**config.mk**
```make
export PLATFORM = sky130hd
export DESIGN_NAME = bist_pattern_misr
export DESIGN_NICKNAME = d
export VERILOG_FILES = /design/src/rtl/bist_pattern_misr.sv
export SDC_FILE = /design/constraint.sdc
export NUM_CORES = 1
export LEC_CHECK = 0
export ABC_AREA = 1
export BUFFER_PORTS_ARGS = -buffer_cell sky130_fd_sc_hd__buf_2
export CAP_MARGIN = 20
export CELL_PAD_IN_SITES_DETAIL_PLACEMENT = 1
export CELL_PAD_IN_SITES_GLOBAL_PLACEMENT = 1
export CORE_MARGIN = 2
export CORE_UTILIZATION = 36
export DETAILED_ROUTE_END_ITERATION = 12
export PLACE_DENSITY = 0.82
export SYNTH_ARGS = -nofsm -noshare
export SYNTH_HDL_FRONTEND = slang
export SYNTH_SLANG_ARGS = --single-unit
```
**constraint.sdc**
```tcl
create_clock -name clk -period 1.8 [get_ports clk]
set_clock_uncertainty 0.15 [all_clocks]
set_input_delay 0.18 -clock clk [delete_from_list [all_inputs] [get_ports clk]]
set_output_delay 0.18 -clock clk [all_outputs]
set_load 0.03 [all_outputs]
```
**src/rtl/bist_pattern_misr.sv**
```systemverilog
// ============================================================================
// Module   : bist_pattern_misr
// Brief    : Exhaustive 3-bit pattern generator and 3-bit MISR compactor with
//            golden-signature compare for the A/B/C -> X/Y/Z example CUT.
// Revision : 1.0  initial release
// ============================================================================
`default_nettype none

module bist_pattern_misr #(
   parameter int         N_PAT    = 8,
   parameter int         WAIT_CYC = 1,
   parameter logic [2:0] SEED     = 3'b000
) (
   input  logic       clk,
   input  logic       rst_n,
   input  logic       start,
   input  logic [2:0] golden_sig,
   output logic       cut_a,
   output logic       cut_b,
   output logic       cut_c,
   input  logic       cut_x,
   input  logic       cut_y,
   input  logic       cut_z,
   output logic       busy,
   output logic       done,
   output logic       pass,
   output logic [2:0] signature
);

   localparam int                  c_WCNT_W    = (WAIT_CYC > 1) ? $clog2(WAIT_CYC) : 1;
   localparam logic [c_WCNT_W-1:0] c_WAIT_LAST = c_WCNT_W'(WAIT_CYC - 1);
   localparam logic [2:0]          c_LAST_IDX  = 3'(N_PAT - 1);

   typedef enum logic [2:0] {
      S_IDLE    = 3'd0,
      S_APPLY   = 3'd1,
      S_CAPTURE = 3'd2,
      S_COMPARE = 3'd3,
      S_DONE    = 3'd4
   } state_t;

   state_t              r_state;
   state_t              w_next;
   logic [2:0]          r_idx;
   logic [2:0]          r_pat;
   logic [c_WCNT_W-1:0] r_wcnt;
   logic [2:0]          r_sig;
   logic                r_busy;
   logic                r_done;
   logic                r_pass;
   logic                w_last_wait;
   logic                w_last_pat;
   logic [2:0]          w_misr_next;

   assign w_last_wait = (r_wcnt == c_WAIT_LAST);
   assign w_last_pat  = (r_idx == c_LAST_IDX);
   // Shift with feedback x^3 + x^2 + 1 folded into bit 0, then fold in XYZ
   assign w_misr_next = {r_sig[1], r_sig[0], r_sig[2] ^ r_sig[1]} ^ {cut_x, cut_y, cut_z};

   always_comb begin
      w_next = r_state;
      case (r_state)
         S_IDLE, S_DONE: if (start) w_next = S_APPLY;
         S_APPLY:        if (w_last_wait) w_next = S_CAPTURE;
         S_CAPTURE:      w_next = w_last_pat ? S_COMPARE : S_APPLY;
         S_COMPARE:      w_next = S_DONE;
         default:        w_next = S_IDLE;
      endcase
   end

   always_ff @(posedge clk or negedge rst_n) begin
      if (!rst_n) r_state <= S_IDLE;
      else        r_state <= w_next;
   end

   always_ff @(posedge clk or negedge rst_n) begin
      if (!rst_n) begin
         r_idx  <= '0;
         r_pat  <= '0;
         r_wcnt <= '0;
         r_sig  <= '0;
         r_busy <= 1'b0;
         r_done <= 1'b0;
         r_pass <= 1'b0;
      end else begin
         case (r_state)
            S_IDLE, S_DONE: begin
               if (start) begin
                  r_sig  <= SEED;
                  r_idx  <= '0;
                  r_pat  <= '0;
                  r_wcnt <= '0;
                  r_busy <= 1'b1;
                  r_done <= 1'b0;
                  r_pass <= 1'b0;
               end
            end
            S_APPLY: begin
               r_wcnt <= w_last_wait ? '0 : r_wcnt + c_WCNT_W'(1);
            end
            S_CAPTURE: begin
               r_sig <= w_misr_next;
               if (!w_last_pat) begin
                  r_idx <= r_idx + 3'd1;
                  r_pat <= r_idx + 3'd1;
               end
            end
            S_COMPARE: begin
               r_pass <= (r_sig == golden_sig);
               r_done <= 1'b1;
               r_busy <= 1'b0;
               r_pat  <= '0;
            end
            default: ;
         endcase
      end
   end

   assign {cut_a, cut_b, cut_c} = r_pat;
   assign busy      = r_busy;
   assign done      = r_done;
   assign pass      = r_pass;
   assign signature = r_sig;

endmodule

`default_nettype wire

```
==> flow_summary.yaml <==
finish:
  layout-drive-gt1-share_pct: 25.23
  layout.cells.most_common: "nand2_1"
  post-route-util_pct: 45.12
  antenna_cells: 0
  final_nets: 119
  layout.cells.most_common_list: "nand2_1, buf_2, dfrtp_1"
  area.growth.synth_to_final_pct: 21.79
synthesis:
  synth-seq-cells: 15
  synth_top_cell_area_share_pct: 52.72
  synthesis.nets: 96
  synth_cells: 85
  ys_seq_area_share_pct: 52.72
  synth.avg_cell_area_um2: 8.376
  cell_type_contributing_the_most_total_cell_area_after_synthesis: "dfrtp_1"
  post_synth_main_area_contributors: "dfrtp_1, nand2_1, nand3_1, inv_1, ha_1"
  ys_types: 16
  yosysWarningCount: 0
  synth_area_um2: 711.9
clocking:
  clock-root-buffer: "clkbuf_4"
  clkTransAtPathRegs_ps: 80
  clkLatencyLatePin_ps: 280
  postCtsSetupRepairBufs: 0
  htreeDepth: 1
  clock-sinks: 15
  tritoncts.num_buffers: 3
  clock_tree_from_tritoncts: "done"
  clockBufferDepth: 2
detailed_routing:
  routedWlPerCell_um: 11.50
  total_vias_in_the_final_route: 606
  drt_first_iter_violations: 6
  drc_viols: 0
  vias_per_cell: 4.522
  drt_pass1_iterations: 4
  antenna_violating_nets_post_route: 0
  totalWireLength_mm: 1.541
die:
  std_cell_rows: 16
  design.die.area_um2: 2349
  boundaryPins: 18
  core_um2: 1922
  start_util_pct: 37.04
  die_width_um: 48.47
  die_y_um: 48.47
worst_setup_path:
  timing.reg2reg.setup_slack_ps: 290
  worstSetupEndpointType: "flip-flop"
  cp.arrival_ps: 1530
  rr_endpoint: "r_pat[1]"
  worst-path-max-fanout: 3
  worstSetupPathType: "reg2reg"
  critPathLaunchType: "flip-flop"
  crit-reg2reg-launch: "r_idx[0]"
  register_to_register_path_depth: 6
  worst-endpoint-required_ps: 1830
placed_design:
  gp_routability_congestion: 0.7628
  placement_stage_worst_setup_slack_ps: 305.4
  count_of_input_and_output_buffers: 17
  post-dp-hpwl_mm: 1.178
power_and_ir_drop:
  power_leakage_nw: 0.5134
  max-vdd-ir-drop_v: 0.0005798
  finalPower_mw: 1.394
  p_per_area_nw_per_um2: 1608
global_routing:
  globalRoute.totalOverflow: 0
  first_global_vias: 608
  grt_max_degree: 16
  grtUsageTotal_pct: 14.52
  initial_antenna_violation_count: 0
  grt_pass1_wl_mm: 2.635
sta:
  layout_min_cycle_time_ps: 1506
  finalMaxSlewViolations: 0
  fin_setup_tns_ps: 0
  worst_slew_margin_rel_pct: 77.21
  setup_violating_endpoint_count_in_the_final_report: 0
  hold_viol_final: 0
  achievable-frequency_ghz: 0.6640
  worstMarginPinSlew_ps: 341.8
  setup_slack_ps: 293.9
  rsz0062_at_grt: "no"
  min_period_over_period_pct: 83.67
hold_path:
  min_from: "start"
  worst_hold_path_type: "in2reg"
  min_delay_worst_endpoint: "busy"
  hold-path-cell-count: 3
job:
  max_cap_violations: 0
run_status:
  run_status: "finished clean"
==> cell usage after synthesis <==
cell	instances
a21oi_1	1
dfrtp_1	15
ha_1	2
inv_1	10
nand2_1	31
nand2_2	3
nand3_1	8
nand3_2	1
nand4_1	1
nor2_1	4
nor2_2	1
o21ai_0	1
o22ai_1	2
or2_2	2
xnor2_1	2
xor2_1	1
==> per-stage QoR <==
step	instance area (um2)	hold WS (ps)	cells
floorplan	711.9	-265.6	85
CTS	867.1	42.33	134
global placement	830.8	-50.53	129
global route	867.1	49.15	134
detailed placement	830.8	-48.29	129
finish	867.1	43.12	134
==> state kept, by name, indices dropped and copies added (netlist names) <==
register / flops
busy: 1
r_state: 3
signature: 3
r_pat: 3
r_idx: 3
pass: 1
done: 1
==> power by group <==
group	internal (mW)	switching, mW
Clock	0.0861	0.104
Sequential	0.460	0.112
Combinational	0.208	0.424
Total	0.754	0.640
==> routing by layer <==
layer	global-route usage [%]	wire, um	vias up
li1	-	-	307
met3	4.938	53	4
met4	6.667	21	0
met5	0	0	-
met1	17.00	710	284
met2	24.07	755	11
==> how the worst max path moves through the flow <==
stage	endpoint	startpoint	cells after the start
final	r_pat[1]	r_idx[0]	6
after floorplan	r_pat[1]	r_idx[0]	6
after detailed placement	r_pat[1]	r_idx[0]	6
after global routing	r_pat[0]	r_idx[0]	6
after global placement	r_pat[2]	r_idx[0]	6
after CTS	r_pat[1]	r_idx[0]	6
==> what timing repair did <==
item                                   in CTS  in global routing
hold buffers                                1                  0
setup endpoints to repair                   0                  0
resized for setup                           0                  0
endpoints found under the hold margin      15                  0
==> logic make-up (layout without fill, tap and decap cells) <==
kind of cell | Yosys count | in the layout | synth area share [%]
fa+ha+maj | 2 | 2 | 3.514
compound gates | 4 | 4 | 3.162
simple gates | 51 | 51 | 31.64
buf+inv | 10 | 32 | 5.273
xor+xnor | 3 | 3 | 3.691
flops | 15 | 15 | 52.72
==> worst max-delay path, cell delays in order (launching register included) <==
cell,delay (ps)
dfrtp_1,410
ha_1,220
ha_1,200
nand4_1,150
nand3_1,130
nand2_1,80
nand2_1,50
==> final cells by class <==
| cell class | count | area [um2] |
|---|---|---|
| Sequential cell | 15 | 375.4 |
| Fill cell | 243 | 1055 |
| Timing Repair Buffer | 18 | 95.09 |
| Clock buffer | 4 | 26.28 |
| Tap cell | 27 | 33.78 |
| Inverter | 10 | 37.54 |
| Multi-Input combinational cell | 60 | 299.0 |
(Power assumes the default switching activity.)
